**src/rtl/bus_pkg.sv**
```systemverilog
// Shared definitions for the memory-bus arbiter: bus widths, refresh base
// address and the arbiter state encoding.
package bus_pkg;
    localparam int ADDR_W = 16;
    localparam int DATA_W = 8;
    localparam logic [ADDR_W-1:0] REF_ADDR_BASE = 16'h0000;

    typedef enum logic [2:0] {
        S_CPU  = 3'd0,
        S_HALT = 3'd1,
        S_DMA  = 3'd2,
        S_REF  = 3'd3,
        S_HOLD = 3'd4
    } bus_state_t;
endpackage

```
**src/rtl/refresh_scheduler.sv**
```systemverilog
// DRAM refresh bookkeeping: free-running interval timer, saturating backlog
// of owed refresh slots, refresh row counter and a sticky lost-request flag.
module refresh_scheduler #(
    parameter int REFRESH_INTERVAL = 12,
    parameter int MAX_REF_PENDING  = 3,
    parameter int REF_ROW_W        = 8
) (
    input  logic                 phi2,
    input  logic                 RST_L,
    input  logic                 ref_served,
    output logic                 ref_pending_nz,
    output logic [REF_ROW_W-1:0] ref_row,
    output logic                 ref_overflow
);
    localparam int TIMER_W = (REFRESH_INTERVAL > 1) ? $clog2(REFRESH_INTERVAL) : 1;
    localparam int PEND_W  = $clog2(MAX_REF_PENDING + 1);

    logic [TIMER_W-1:0] timer;
    logic [PEND_W-1:0]  pending;
    logic               wrap;

    assign wrap           = (timer == TIMER_W'(REFRESH_INTERVAL - 1));
    assign ref_pending_nz = (pending != '0);

    always_ff @(posedge phi2 or negedge RST_L) begin
        if (!RST_L) begin
            timer        <= '0;
            pending      <= '0;
            ref_row      <= '0;
            ref_overflow <= 1'b0;
        end else begin
            timer <= wrap ? '0 : timer + 1'b1;
            if (ref_served)
                ref_row <= ref_row + 1'b1;
            // A new request and a serviced slot on the same edge cancel out.
            if (wrap && !ref_served) begin
                if (pending == PEND_W'(MAX_REF_PENDING))
                    ref_overflow <= 1'b1;
                else
                    pending <= pending + 1'b1;
            end else if (!wrap && ref_served && pending != '0) begin
                pending <= pending - 1'b1;
            end
        end
    end
endmodule

```
**src/rtl/bus_dma_arbiter.sv**
```systemverilog
// Per-cycle owner selection for the shared memory bus: ANTIC DMA, then DRAM
// refresh, then the 6502, with CPU halting and DMA read-data return.
module bus_dma_arbiter
    import bus_pkg::*;
#(
    parameter int REFRESH_INTERVAL = 12,
    parameter int MAX_REF_PENDING  = 3,
    parameter int REF_ROW_W        = 8
) (
    input  logic              phi2,
    input  logic              RST_L,
    input  logic              antic_req,
    input  logic [ADDR_W-1:0] antic_addr,
    input  logic [ADDR_W-1:0] cpu_addr,
    input  logic              cpu_rw,
    input  logic [DATA_W-1:0] DB,
    output logic [ADDR_W-1:0] address,
    output logic              re_L,
    output logic              we_L,
    output logic              halt_L,
    output logic              REF_L,
    output logic              dma_ack,
    output logic [DATA_W-1:0] dma_data,
    output logic              ref_overflow
);
    bus_state_t           state, state_nx;
    logic                 ref_pending_nz;
    logic [REF_ROW_W-1:0] ref_row;
    logic                 ref_served;

    assign ref_served = (state == S_REF);

    refresh_scheduler #(
        .REFRESH_INTERVAL (REFRESH_INTERVAL),
        .MAX_REF_PENDING  (MAX_REF_PENDING),
        .REF_ROW_W        (REF_ROW_W)
    ) u_refresh (
        .phi2           (phi2),
        .RST_L          (RST_L),
        .ref_served     (ref_served),
        .ref_pending_nz (ref_pending_nz),
        .ref_row        (ref_row),
        .ref_overflow   (ref_overflow)
    );

    always_ff @(posedge phi2 or negedge RST_L) begin
        if (!RST_L) begin
            state    <= S_CPU;
            dma_ack  <= 1'b0;
            dma_data <= '0;
        end else begin
            state   <= state_nx;
            dma_ack <= (state == S_DMA);
            if (state == S_DMA)
                dma_data <= DB;
        end
    end

    always_comb begin
        state_nx = state;
        address  = cpu_addr;
        re_L     = ~cpu_rw;
        we_L     = cpu_rw;
        halt_L   = 1'b1;
        REF_L    = 1'b1;
        unique case (state)
            S_CPU: begin
                if (antic_req || ref_pending_nz)
                    state_nx = S_HALT;
            end
            // CPU keeps the bus here so a write in flight can finish.
            S_HALT: begin
                halt_L = 1'b0;
                if (cpu_rw) begin
                    if (antic_req)           state_nx = S_DMA;
                    else if (ref_pending_nz) state_nx = S_REF;
                    else                     state_nx = S_CPU;
                end
            end
            S_DMA: begin
                address  = antic_addr;
                re_L     = 1'b0;
                we_L     = 1'b1;
                halt_L   = 1'b0;
                state_nx = S_HOLD;
            end
            S_REF: begin
                address  = REF_ADDR_BASE | ADDR_W'(ref_row);
                re_L     = 1'b1;
                we_L     = 1'b1;
                REF_L    = 1'b0;
                halt_L   = 1'b0;
                state_nx = S_HOLD;
            end
            S_HOLD: begin
                address = antic_addr;
                re_L    = 1'b1;
                we_L    = 1'b1;
                halt_L  = 1'b0;
                if (antic_req)           state_nx = S_DMA;
                else if (ref_pending_nz) state_nx = S_REF;
                else                     state_nx = S_CPU;
            end
            default: state_nx = S_CPU;
        endcase
    end
endmodule

```
**config.mk**
```make
export PLATFORM = sky130hd
export DESIGN_NAME = bus_dma_arbiter
export DESIGN_NICKNAME = d
export VERILOG_FILES = /design/src/rtl/bus_pkg.sv /design/src/rtl/refresh_scheduler.sv /design/src/rtl/bus_dma_arbiter.sv
export SDC_FILE = /design/constraint.sdc
export NUM_CORES = 1
export LEC_CHECK = 0
export CAP_MARGIN = 10
export CORE_ASPECT_RATIO = 0.6
export CORE_MARGIN = 4
export CORE_UTILIZATION = 44
export DETAILED_ROUTE_END_ITERATION = 10
export PLACE_DENSITY = 0.92
export SETUP_SLACK_MARGIN = 0.05
export SYNTH_ARGS = -nofsm -noshare
export SYNTH_HDL_FRONTEND = slang
export SYNTH_HIERARCHICAL = 1
export SYNTH_SLANG_ARGS = --single-unit
export TNS_END_PERCENT = 5
```
**constraint.sdc**
```tcl
create_clock -name phi2 -period 2 [get_ports phi2]
set_input_delay 0.3 -clock phi2 [delete_from_list [all_inputs] [get_ports phi2]]
set_output_delay 0.3 -clock phi2 [all_outputs]
set_load 0.01 [all_outputs]
```
==> results.cfg <==
[outcome]
outcome = complete, but fails checks
violations = setup timing

[logic_synthesis]
ys_warn_count = 6
ys_top_cells_by_count = 27 x dfrtp_1, 19 x a21oi_1, 19 x nor2b_1, 18 x mux2_2, 9 x nand2_1
yosysSeqAreaShare = 0.364
synth_cell_types = 40
synth_area_leaders = dfrtp_1 36%, mux2_2 11%, nor2b_1 6.4%, a21oi_1 5.1%, a311oi_1 3.8%
ys_ff_latch = 27
synth_top_cell_by_area = dfrtp_1
yosysMostFrequentCell = dfrtp_1
synth.avg_cell_area_um2 = 9.52
synth_top_cell_area_share = 0.364
synth-edff-count = 0
async_reset_ff_frac = 1.00
synth_fp_nets = 241
netlist_area_um2 = 1860
synthCells = 195
ys.flop_type = dfrtp_1

[clock_network]
post_cts.repair.setup_buffers = 0
cts_tree = built
clock_sinks = 27
clock_latency_ns = 0.27
root_buffer = clkbuf_8
cts_buffer_depth = 2
cts_buffers = 3
htreeDepth = 1
clkTransAtPathRegs_ns = 0.09
holdBufCountCts = 0

[timing]
setup_viol = 1
rsz0062_at_grt = yes
skew_ns = 0.00684
hold_violations = 0
slew_headroom = 0.734
final.min_clock_period_ns = 2.00
worst_pin_slew_ns = 0.399
slew_viol_final = 0
fmax_mhz = 499
fin_ws_ns = -0.00356
period_share = 1.00

[place]
place_ws_ns = -0.0474
place_congestion = 0.807
post-place-cells = 318
port_buffers = 73
dp_hpwl_mm = 3.65
placed_area_um2 = 2640

[cells_and_area]
final_cells = 322
nNetsFinal = 312
fill_cells = 322
area_growth_pct = 43.0
stdcell_area_um2 = 2650
antenna_cells = 0
drive_gt1_frac = 0.215

[detailed_routing]
routed-via-count = 1757
firstDrtPassIters = 4
drc = 0
ant_nets = 0
drt_iter0_drc = 72
viasPerCell = 5.46
wl_mm = 5.00
avgRoutedWirePerCell_um = 15.5

[critical_path]
path_max_fanout = 7
start_kind = flip-flop
cp_num_buf_inv = 2
cp_top_family = flip-flops
r2r_start = state[1]
cp_slowest_stage_delay_ns = 0.47
cp-startpoint = state[0]
worstPathRequired_ns = 1.70
critPathKind = flip-flop to output port
arrival_ns = 1.70
critPathSlowestCell = dfrtp_2
crit_path_end_kind = output port
crit_chain = buf_12 -> mux2_2 -> a32oi_2 -> o21ai_1 -> clkdlybuf4s15_2

[global_routing]
grtUsageTotal = 0.177
use_met2 = 0.289
grt_pass1_vias = 1621
grt-busiest-layer = met2
met1_usage = 0.252
grt_pass1_wl_mm = 7.76
met3_usage = 0.0434
overflow = 0
antenna_found_initial = 0
grt_max_degree = 45

[pwr]
power.total_w = 0.00345
p_per_area_nw_per_um2 = 1300
peakVddDrop_uv = 584
p_leak_nw = 1.09

[die]
dieArea_um2 = 5350
ioPinCount = 74
die_w_um = 91.8
floorplan.rows = 17
start_util = 0.482
core-area_um2 = 3850
die_h_um = 58.3

[hold_path]
hold_class = input pin to async pin

[flow_run]
drv_cap = 0
-- per-stage QoR --
step | util | setup TNS (ns) | hold slack [ns]
final | 0.689 | -0.00356 | 0.383
after global routing | 0.689 | -0.224 | 0.408
after CTS | 0.696 | -0.0883 | 0.391
after detailed placement | 0.686 | -0.160 | 0.458
after global placement | 0.686 | -0.0653 | 0.445
after floorplan | - | 0 | 0.00441
-- timing repair --
item / in CTS / in global routing
setup endpoints to repair: 20 / 18
pin swaps: 0 / 4
endpoints found under the hold margin: 0 / 0
resized for setup: 47 / 27
-- cell type report --
class | count | area, um2 | share of cell area
multi-input cells | 146 | 1050 | 0.397
repair buffers | 84 | 787 | 0.297
flip-flops and latches | 27 | 677 | 0.255
well taps | 57 | 71.3 | 0.0269
clock buffers | 3 | 41.3 | 0.0156
inverters | 4 | 17.5 | 0.00660
clock inverters | 1 | 5.00 | 0.00189
-- worst register-to-register path: stages (launching register included) --
cell     delay, ns
dfrtp_1       0.41
nor2b_2       0.25
nand2_1       0.14
inv_1         0.28
nand4_1       0.20
nor3_1        0.27
xor2_1        0.17
-- placed cells by master, fill, tap and decap left out, types with 2 or more instances in the layout --
master           instances
a32oi_1                  7
or2_2                    2
ha_1                     2
buf_6                    2
nand2b_1                 3
nand4_1                  3
nor2b_1                 18
clkdlybuf4s50_1         54
mux2_2                  18
dfrtp_1                 26
buf_2                    6
o21ai_1                  7
a311oi_1                 8
nand2_1                  9
nor2_1                   5
clkbuf_8                 3
o21ai_0                  2
a31oi_1                  8
buf_12                   2
nor3_1                   2
inv_1                    3
nor3b_1                  8
nand3b_1                 2
clkbuf_2                 8
a21oi_1                 19
xor2_1                   3
buf_4                    6
xnor2_1                  6
clkdlybuf4s15_2          2
-- state kept, by name, summed over array words and instances (netlist names) --
name / count
dma_ack: 1
dma_data: 8
state: 3
u_refresh/pending: 2
u_refresh/ref_overflow: 1
u_refresh/ref_row: 8
u_refresh/timer: 4
-- report_power, final --
part	internal (W)	total, W	leakage (nW)	switching [W]
logic	0.00114	0.00224	0.724	0.00109
registers	0.000722	0.000901	0.343	0.000179
clock network	0.000140	0.000309	0.0255	0.000169
-- kinds of logic after synthesis --
logic type	count (synthesis)	share of synthesized area
XOR/XNOR	9	0.0425
AND/OR/NAND/NOR	57	0.180
multiplexers	18	0.109
adder cells (fa/ha/maj)	2	0.0135
buffers and inverters	22	0.0742
AO/OA/AOI/OAI	60	0.216
flip-flops	27	0.364
-- final timing paths --
path	to	slack (ns)	depth (start not counted)
max in group asynchronous	state[0]	1.33	2
min reg2reg	u_refresh/timer[0]	0.47	1
min in group phi2	u_refresh/timer[0]	0.47	1
max reg2reg	u_refresh/ref_row[7]	0.21	6
min	dma_data[0]	0.38	2
max	address[2]	-0.004	5
-- routing by layer --
layer / share of wire / vias to the layer above
li1: - / 861
met1: 0.48 / 845
met2: 0.46 / 49
met3: 0.062 / 2
met4: 0.0016 / 0
met5: 0 / -
Note: power is estimated with default switching activity, not from simulation.
